--- config.mk ---
export PLATFORM = sky130hd
export DESIGN_NAME = vga_timing_gen
export DESIGN_NICKNAME = d
export VERILOG_FILES = /design/src/rtl/vga_timing_gen.sv
export SDC_FILE = /design/constraint.sdc
export NUM_CORES = 1
export LEC_CHECK = 0
export BUFFER_PORTS_ARGS = -buffer_cell sky130_fd_sc_hd__buf_2
export CORE_MARGIN = 3
export CORE_UTILIZATION = 50
export DETAILED_ROUTE_END_ITERATION = 8
export HOLD_SLACK_MARGIN = 0.06
export PLACE_DENSITY = 0.81
export SLEW_MARGIN = 20
export SYNTH_ARGS = -nofsm -noshare
export SYNTH_HDL_FRONTEND = slang
export SYNTH_SLANG_ARGS = --single-unit
--- constraint.sdc ---
create_clock -name clk -period 6 [get_ports clk]
set_input_delay 0.9 -clock clk [delete_from_list [all_inputs] [get_ports clk]]
set_output_delay 0.9 -clock clk [all_outputs]
set_load 0.1 [all_outputs]
--- src/rtl/vga_timing_gen.sv ---
// vga_timing_gen: parametrised VGA raster timing generator producing registered syncs,
// display enable, pixel coordinates and line/frame start pulses.
module vga_timing_gen #(
  parameter int   H_SYNCPULSE = 96,
  parameter int   H_BPORCH    = 48,
  parameter int   H_DISPLAY   = 640,
  parameter int   H_FPORCH    = 16,
  parameter int   V_SYNCPULSE = 2,
  parameter int   V_BPORCH    = 33,
  parameter int   V_DISPLAY   = 480,
  parameter int   V_FPORCH    = 10,
  parameter logic HSYNC_POL   = 1'b1,
  parameter logic VSYNC_POL   = 1'b1,
  parameter int   CW          = 11
) (
  input  logic          clk,
  input  logic          rst_n,
  input  logic          en,
  input  logic          resync,
  output logic          hsync,
  output logic          vsync,
  output logic          display,
  output logic [CW-1:0] h_cnt,
  output logic [CW-1:0] v_cnt,
  output logic [CW-1:0] x,
  output logic [CW-1:0] y,
  output logic          line_start,
  output logic          frame_start
);
  localparam int H_TOTAL = H_SYNCPULSE + H_BPORCH + H_DISPLAY + H_FPORCH;
  localparam int V_TOTAL = V_SYNCPULSE + V_BPORCH + V_DISPLAY + V_FPORCH;
  localparam int HS0 = H_SYNCPULSE + H_BPORCH;
  localparam int VS0 = V_SYNCPULSE + V_BPORCH;
  localparam int HE = HS0 + H_DISPLAY - 1;
  localparam int VE = VS0 + V_DISPLAY - 1;

  if (H_TOTAL > 2**CW || V_TOTAL > 2**CW) begin : g_bad_cw
    $error("vga_timing_gen: CW too narrow for H_TOTAL/V_TOTAL");
  end

  logic [CW-1:0] h_q, h_d, v_q, v_d, x_q, x_d, y_q, y_d;
  logic hs_q, hs_d, vs_q, vs_d, disp_q, disp_d, ls_q, ls_d, fs_q, fs_d;
  logic h_wrap, v_wrap, h_vis, v_vis;

  // Outputs are decoded from the next-state counters so they never lag h_cnt/v_cnt.
  always_comb begin
    h_wrap = h_q == CW'(H_TOTAL - 1);
    v_wrap = v_q == CW'(V_TOTAL - 1);
    h_d    = resync ? '0 : en ? (h_wrap ? '0 : h_q + 1'b1) : h_q;
    v_d    = resync ? '0 : (en && h_wrap) ? (v_wrap ? '0 : v_q + 1'b1) : v_q;
    ls_d   = resync | (en & h_wrap);
    fs_d   = resync | (en & h_wrap & v_wrap);
    h_vis  = h_d >= CW'(HS0) && h_d <= CW'(HE);
    v_vis  = v_d >= CW'(VS0) && v_d <= CW'(VE);
    disp_d = h_vis & v_vis;
    x_d    = disp_d ? h_d - CW'(HS0) : '0;
    y_d    = disp_d ? v_d - CW'(VS0) : '0;
    hs_d   = h_d < CW'(H_SYNCPULSE) ? HSYNC_POL : ~HSYNC_POL;
    vs_d   = v_d < CW'(V_SYNCPULSE) ? VSYNC_POL : ~VSYNC_POL;
  end

  always_ff @(posedge clk or negedge rst_n) begin
    if (!rst_n) begin
      h_q    <= '0;
      v_q    <= '0;
      x_q    <= '0;
      y_q    <= '0;
      disp_q <= 1'b0;
      hs_q   <= HSYNC_POL;
      vs_q   <= VSYNC_POL;
      ls_q   <= 1'b0;
      fs_q   <= 1'b0;
    end else begin
      h_q    <= h_d;
      v_q    <= v_d;
      x_q    <= x_d;
      y_q    <= y_d;
      disp_q <= disp_d;
      hs_q   <= hs_d;
      vs_q   <= vs_d;
      ls_q   <= ls_d;
      fs_q   <= fs_d;
    end
  end

  assign h_cnt       = h_q;
  assign v_cnt       = v_q;
  assign x           = x_q;
  assign y           = y_q;
  assign display     = disp_q;
  assign hsync       = hs_q;
  assign vsync       = vs_q;
  assign line_start  = ls_q;
  assign frame_start = fs_q;
endmodule

---- After elaboration in Yosys (flattened, before gate mapping) ----
Cells that the tools add are included.
W data, S select, Z words.
cells by class
  add/subtract/negate cells ............... 4
  multiply operators ...................... 0
  div/mod/pow operators ................... 0
  $lt $le $gt $ge ......................... 6
  eq/ne operators ......................... 2
  shifts and indexed selects .............. 0
  muxes and demuxes ....................... 10
  bitwise logic cells ..................... 5
  reduce and logical (&&, ||, !) cells .... 3
operators by type and width
  kind                     number
  $mux W11                 8
  $add A11 B1 Y11 const B  2
  $eq A11 B10 Y1 const B   2
  $le A11 B10 Y1 const B   2
  $ge A11 B6 Y1 const B    1
  $ge A11 B8 Y1 const B    1
  $lt A11 B2 Y1 const B    1
  $lt A11 B7 Y1 const B    1
  $sub A11 B6 Y11 const B  1
  $sub A11 B8 Y11 const B  1
  $and A1 B1 Y1            3
  $logic_and A1 B1 Y1      3
  $mux W1                  2
  $or A1 B1 Y1             2
storage, ports and cells
  register bits after elaboration ......... 49
  bits in latches ......................... 0
  RAM bits ................................ 0
  bits in read-only memories .............. 0
  memories kept ........................... 0

---- Depth between registers and ports, before layout ----
Gate-level depths: netlist of run 1.
  word-level depth ........................ 8
  depth in mapped cells ................... 14

---- Worst setup path after synthesis of run 1 ----
OpenSTA, ideal clock, no wires.
  kind .................................... flip-flop to flip-flop
  from .................................... register h_q[0] (netlist: h_cnt[0])
  to ...................................... register y_q[7] (netlist: y[7])
  library setup time ...................... 72 ps
  arrival ................................. 3,405 ps
  data required time ...................... 5,928 ps
  setup slack ............................. 2,523 ps
  cell stages (with the launch flop) ...... 13
  cells stage by stage .................... dfrtp_1 -> ha_1 -> and4_1 -> nand3_4 -> nand2b_4 -> o22ai_1 -> ha_1 -> inv_1 -> a2111oi_2 -> a21o_1 -> nand3_2 -> buf_4 -> nor2_1
on the way
  cells in the longest elaborated chain, start to end .. 8
  elaborated cells on any way between the ends .. 17
  those cells by class .................... add/sub: 2; order compare: 4; eq/ne: 1; mux: 6; bitwise: 1; reduce/logical: 3
ends and longest elaborated chain
  what                                                    line  text
  start: declaration                                      41    logic [CW-1:0] h_q, h_d, v_q, v_d, x_q, x_d, y_q, y_d;
  start signal: assignment                                64    h_q <= '0;
  start signal: assignment                                74    h_q <= h_d;
  $eq A11 B10 Y1 *                                        47    h_wrap = h_q == CW'(H_TOTAL - 1);
  $logic_and A1 B1 Y1 *                                   50    v_d = resync ? '0 : (en && h_wrap) ? (v_wrap ? '0 : v_q + 1'b1) : v_q;
  $mux W11 * (2 in a row)                                 50
  net v_d[1]                                              41
  $ge A11 B6 Y1 / $le A11 B10 Y1 (equally long branches)  54    v_vis = v_d >= CW'(VS0) && v_d <= CW'(VE);
  $logic_and A1 B1 Y1                                     54
  $and A1 B1 Y1                                           55    disp_d = h_vis & v_vis;
  $mux W11 *                                              57    y_d = disp_d ? v_d - CW'(VS0) : '0;
  net y_d[7]                                              41
  end signal: assignment                                  77    y_q <= y_d;
  end: declaration                                        41
The timed path passes the listed nets; every way through them passes the cells marked *.

---- Worst setup path after layout of run 1 ----
  from .................................... input en
  to ...................................... register x_q[8] (netlist: x[8])
on the way
  cells in the longest elaborated chain, start to end .. 7
  elaborated cells on any way between the ends .. 14
  those cells by class .................... add/sub: 1; order compare: 4; mux: 5; bitwise: 1; reduce/logical: 3
ends and longest elaborated chain
  what                                                    line  text
  start: declaration                                      18    input logic en,
  $logic_and A1 B1 Y1 *                                   50
  $mux W11 * (2 in a row)                                 50
  net v_d[1]                                              41
  $ge A11 B6 Y1 / $le A11 B10 Y1 (equally long branches)  54
  $logic_and A1 B1 Y1 *                                   54
  $and A1 B1 Y1 *                                         55
  $mux W11 *                                              56    x_d = disp_d ? h_d - CW'(HS0) : '0;
  net x_d[8]                                              41
  end signal: assignment                                  66    x_q <= '0;
  end signal: assignment                                  76    x_q <= x_d;
  end: declaration                                        41
Marks and branches as above.

==> impl_metrics.csv, run 1 <==
group,metric,value,unit
run_status,status,"completed",
route,via_per_inst,5.804,
setup_path,crit_fanout,22,
setup_path,regToRegSetupSlack,2.22,ns
layout,drive_above_1_share,0.2917,
clock_tree,cts_resized,0,
setup_path,crit_start,"en",
sta,max_freq,0.2631,GHz
clock_tree,cts_setup_buffers,0,
route,antenna_left,0,
sta,setup_tns,0,ns
global_route,grt_pass1_vias,2207,
clock_tree,clk_pin_slew,0.09,ns
setup_path,worstPathArrival,4.01,ns
job,max_cap_viol_count,0,
yosys,postSynthCellCount,291,
sta,fin_ws,2.199,ns
global_route,grt_use_total,0.2024,
sta,skew,0.007296,ns
pwr,clockPowerShare,0.355,
yosys,synth-async-reset-ratio,1.000,
pwr,irDropWorstVdd,0.0001129,V
yosys,synth.largest_area_cell,"dfrtp_1",
pwr,p_leak,1.558,nW
route,wire_per_inst,15.54,um
floorplan,die_y,82.03,um
yosys,syn_avg_cell_area,9.932,um^2
clock_tree,cts_made_buffers,5,
yosys,ys_seq_elements,49,
yosys,syn-num-nets,303,
sta,worst_pin_slew,0.5871,ns
setup_path,critPathTopFamily,"compound AO/OA/AOI/OAI gates",
route,wl,6340,um
floorplan,die_w,82.03,um
sta,post-route-period-util,0.6335,
setup_path,r2r_cells,11,
layout,nNetsFinal,347,
pwr,pwr-share-seq,0.522,
clock_tree,cts_sinks,49,
route,drc,0,
placement,place_inst,400,
setup_path,path_cells,"buf_2, and4_1, a31oi_2, inv_2, o22ai_1, ha_1, inv_1, a2111oi_2, a21o_1, nand3_2, a211oi_1",
yosys,syn_area,2890,um^2
setup_path,cp-end-kind,"flip-flop",
global_route,grt_pass1_wl,10570,um
setup_path,slowest_delay,0.44,ns
pwr,p_int,0.4765,mW
placement,dpl.hpwl,4663,um
yosys,synth_warnings,0,
clock_tree,cts_root_buffer,"clkbuf_8",
layout,area_delta_synth_final,13.38,%
sta,finalHoldViolations,0,
placement,place.port_buffers,52,
placement,gp_congestion,0.8539,
yosys,synthFlopType,"dfrtp_1",
pwr,switching_share,0.2719,
floorplan,core,5540,um^2
yosys,synth_edf_count,0,
clock_tree,cts_hold_buf,0,
setup_path,start_kind,"input pin",
sta,period_needed,3.801,ns
floorplan,ioPinCount,53,
setup_path,critPathRequiredTime,6.20,ns
worst_hold_path,min_path_type,"input pin to async pin",
clock_tree,ctsHtreeMaxLevel,2,
setup_path,criticalPathCategory,"input pin to flip-flop",
sta,holdWs,0.5952,ns
pwr,p_total,0.6544,mW
yosys,yosysTopAreaCellShare,0.4069,
global_route,grt.overflow.total,0,
global_route,grt_start_max_net_pins,50,
clock_tree,cts_tree,"yes",
yosys,ys_top_cells_by_area,"dfrtp_1 41%, xnor2_1 4.5%, nor2_1 4.4%",
setup_path,crit_buf_inv,3,
setup_path,r2r-start,"h_cnt[0]$_DFF_PN0_",
route,drtIter0Drc,148,
clock_tree,clk_latency,0.30,ns
global_route,antenna_found_initial,0,
sta,final-setup-viol-count,0,
pwr,pwr-share-comb,0.123,
floorplan,start_util,0.5217,
sta,slew_violations,0,
layout,n_antenna_cell,0,
floorplan,dieArea,6729,um^2
setup_path,reg2reg_to,"x[8]$_DFF_PN0_",
layout,fin_cells,408,
clock_tree,clockBufferDepth,2,
pwr,power_density,199.7,nW/um^2
setup_path,critPathSlowestCell,"o22ai_1",
placement,place_ws,1.818,ns
sta,rsz0062_at_grt,"no",
yosys,seq_area_frac_synth,0.4251,
route,num_vias,2368,
floorplan,rows,27,
route,first_pass_iters,5,
pwr,p_sw,0.1779,mW
yosys,synth_cell_type_count,70,
sta,relSlewSlack,0.6086,
==> state kept, by name (all words and copies together), names as in the netlist <==
register     cells
x               11
h_cnt           11
frame_start      1
display          1
y               11
hsync            1
vsync            1
line_start       1
v_cnt           11
==> routing by layer <==
metal	up-vias	routed length, um	GRT usage
met5	-	0	0
met4	0	87	0.07641
met3	9	399	0.03289
met2	88	3131	0.3312
met1	1150	2722	0.2686
li1	1121	-	-
==> synth_stat cells (3+ instances only) <==
cell type and n:
o31ai_2 3, inv_1 13, a21oi_1 4, nand2_1 19, o22ai_1 3, nand3_1 11
nor2b_1 6, nor2_1 34, nor3_2 7, xnor2_1 15, nor4_1 3, buf_2 8
a31oi_1 4, ha_1 8, dfrtp_1 47, and4_1 3, nand4_1 8, xor2_1 9
nand3_2 3, and3_1 4, nor3_1 8, or3_1 3, o21ai_0 8, nand2b_1 3
clkbuf_1 4
==> layout make-up <==
cell class                 instances  area (um^2)
clock buffer                       6        72.57
tap                               72        90.09
fill                             511         2263
timing repair buffer              52        262.8
multi-input combinational        212         1528
inverter                          15        56.30
sequential                        49         1229
clock inverter                     2        38.79
==> worst max-delay path by stage <==
stage | end | slack [ns] | cells past startpoint
after floorplan | y[7]$_DFF_PN0_ | 2.52 | 12
after global placement | x[8]$_DFF_PN0_ | 2.12 | 11
after detailed placement | x[8]$_DFF_PN0_ | 1.82 | 11
after CTS | x[8]$_DFF_PN0_ | 2.15 | 11
after global routing | x[8]$_DFF_PN0_ | 1.88 | 11
final | x[8]$_DFF_PN0_ | 2.20 | 11
==> metrics by stage <==
stage	utilization	instance area (um^2)
2_1_floorplan	-	2890
3_3_place_gp	0.5709	3163
3_5_place_dp	0.5709	3163
4_1_cts	0.5910	3274
5_1_grt	0.5915	3277
6_report	0.5915	3277
==> power by group through the flow <==
stage	Clock (mW)	Combinational, mW	Sequential, mW
6_report	0.233	0.0804	0.341
5_1_grt	0.253	0.0863	0.343
4_1_cts	0.238	0.0811	0.341
3_5_place_dp	0	0.0810	0.348
3_3_place_gp	0	0.0787	0.348
2_1_floorplan	0	0.0312	0.377
==> placed cells by master (no fill, tap or decap), types with 3 or more instances in the layout <==
cell	count
nor2b_1	6
or3_1	3
nor4_1	3
clkbuf_8	5
and4_1	3
a21oi_1	4
nor2_1	34
inv_1	13
nand2_1	19
o21ai_0	8
a31oi_1	4
o31ai_2	3
o22ai_1	3
nor3_1	8
nand3_2	3
nand3_1	11
nand4_1	8
nor3_2	7
dfrtp_1	47
ha_1	8
and3_1	4
xor2_1	9
nand2b_1	3
xnor2_1	15
buf_2	51
==> cells by family after synthesis <==
logic type	synth area share
xor gates and xnor gates	0.07273
and+or+nand+nor	0.2606
muxes	0.006927
adders and majority gates	0.03463
buffers and inverters	0.04632
DFF	0.4251
AOI/OAI and AO/OA	0.1537
Note: power is estimated with default switching activity, not from simulation.
==> inputs of run 2 (changes only) <==
clock period = 3.6 ns   (was 6 ns; I/O delays follow)
==> impl_metrics.csv, run 2 (synthesized netlist as in run 1, its figures left out) <==
group,metric,value,unit
pwr,clockPowerShare,0.322,
layout,n_antenna_cell,0,
setup_path,crit_fanout,15,
pwr,p_total,1.036,mW
job,max_cap_viol_count,0,
clock_tree,clk_latency,0.31,ns
floorplan,start_util,0.5217,
layout,fin_cells,417,
placement,dpl.hpwl,4987,um
clock_tree,cts_tree,"yes",
setup_path,worstPathArrival,3.62,ns
clock_tree,clk_pin_slew,0.09,ns
sta,slew_violations,0,
pwr,switching_share,0.2984,
floorplan,rows,27,
worst_hold_path,min_path_type,"input pin to async pin",
placement,place.port_buffers,52,
route,first_pass_iters,4,
pwr,p_leak,1.595,nW
route,via_per_inst,5.693,
sta,finalHoldViolations,0,
global_route,grt_start_max_net_pins,50,
floorplan,ioPinCount,53,
route,drtIter0Drc,167,
layout,drive_above_1_share,0.3159,
setup_path,criticalPathCategory,"flip-flop to flip-flop",
placement,place_ws,0.06961,ns
layout,final_cell_mix,"51 x buf_2, 47 x dfrtp_1, 34 x nor2_1, 19 x nand2_1, 15 x xnor2_1",
clock_tree,cts_resized,0,
pwr,pwr-share-seq,0.549,
floorplan,die_w,82.03,um
floorplan,core,5540,um^2
global_route,antenna_found_initial,0,
sta,period_needed,3.400,ns
sta,final-setup-viol-count,0,
sta,relSlewSlack,0.6004,
global_route,grt_pass1_vias,2295,
placement,gp_congestion,0.8248,
layout,area_delta_synth_final,15.32,%
global_route,grt_pass1_wl,11180,um
route,antenna_left,0,
setup_path,critPathRequiredTime,3.82,ns
global_route,grt_use_total,0.2179,
clock_tree,clockBufferDepth,2,
pwr,power_density,310.7,nW/um^2
sta,max_freq,0.2941,GHz
sta,post-route-period-util,0.9446,
sta,skew,0.01010,ns
layout,nNetsFinal,356,
pwr,pwr-share-comb,0.129,
pwr,p_int,0.7266,mW
setup_path,start_kind,"flip-flop",
floorplan,die_y,82.03,um
global_route,grt.overflow.total,0,
sta,fin_ws,0.1996,ns
route,wl,6660,um
sta,worst_pin_slew,0.5993,ns
route,num_vias,2374,
clock_tree,cts_setup_buffers,0,
layout,utilization,0.6016,
clock_tree,cts_hold_buf,0,
clock_tree,cts_made_buffers,5,
setup_path,cp-end-kind,"flip-flop",
sta,setup_tns,0,ns
placement,place_inst,409,
floorplan,dieArea,6729,um^2
route,wire_per_inst,15.97,um
clock_tree,cts_root_buffer,"clkbuf_8",
clock_tree,ctsHtreeMaxLevel,2,
pwr,irDropWorstVdd,0.0002092,V
layout,layout_commonest_cell,"buf_2",
run_status,status,"completed",
route,drc,0,
pwr,p_sw,0.3091,mW
clock_tree,cts_sinks,49,
sta,rsz0062_at_grt,"no",
## run 2: cell types whose count changed in the layout (fill, tap and decap cells not counted), sizes merged
| cell | change |
|---|---|
| buf | +9 |
| bufinv | -1 |
| clkbuf | -1 |
| clkinvlp | +1 |
| inv | +1 |
## run 2: cell type report
type	instances	area [um^2]
fill	470	2207
multi-input combinational	212	1534
sequential	49	1229
timing repair buffer	61	330.3
tap	72	90.09
clock buffer	5	68.82
inverter	15	56.30
clock inverter	3	25.02
## run 2: worst paths after layout
kind | start | end | slack, ns | cells past startpoint
setup / recovery | h_cnt[0]$_DFF_PN0_ | x[1]$_DFF_PN0_ | 0.20 | 12
hold / removal | rst_n | frame_start$_DFF_PN0_ | 0.24 | 1
setup reg to reg | h_cnt[0]$_DFF_PN0_ | x[1]$_DFF_PN0_ | 0.20 | 12
hold reg to reg | v_cnt[8]$_DFF_PN0_ | v_cnt[8]$_DFF_PN0_ | 0.66 | 1
max in group asynchronous | rst_n | y[1]$_DFF_PN0_ | 2.96 | 1
min in group clk | v_cnt[8]$_DFF_PN0_ | v_cnt[8]$_DFF_PN0_ | 0.66 | 1
## run 2: power groups by stage
stage | logic [mW] | clock network [mW] | registers, mW
6_report | 0.133 | 0.333 | 0.569
5_1_grt | 0.144 | 0.370 | 0.571
4_1_cts | 0.134 | 0.346 | 0.569
3_5_place_dp | 0.134 | 0 | 0.580
3_3_place_gp | 0.132 | 0 | 0.579
2_1_floorplan | 0.0519 | 0 | 0.629
## run 2: layer usage
metal	routed length (um)	part of all wire	global-route usage	vias up
li1	-	-	-	1138
met3	415	0.062	0.04276	13
met4	143	0.021	0.07309	0
met1	2787	0.42	0.2698	1123
met2	3314	0.50	0.3780	100
met5	0	0	0	-
## run 2: metrics by stage
stage / hold WS [ns] / cell area, um^2
floorplan: 0.2444 / 2890
global placement: 0.6180 / 3231
detailed placement: 0.6285 / 3231
CTS: 0.4636 / 3324
global route: 0.2757 / 3333
finish: 0.2419 / 3333
## run 2: worst max-delay path: stages (launching register included)
cell and delay (ns):
dfrtp_1 0.47, ha_1 0.33, and4_1 0.25, a31oi_2 0.44
inv_2 0.12, o22ai_2 0.29, ha_1 0.20, inv_1 0.05
a2111oi_2 0.28, a21o_1 0.18, nand3_2 0.29, buf_4 0.30
nor3_2 0.11
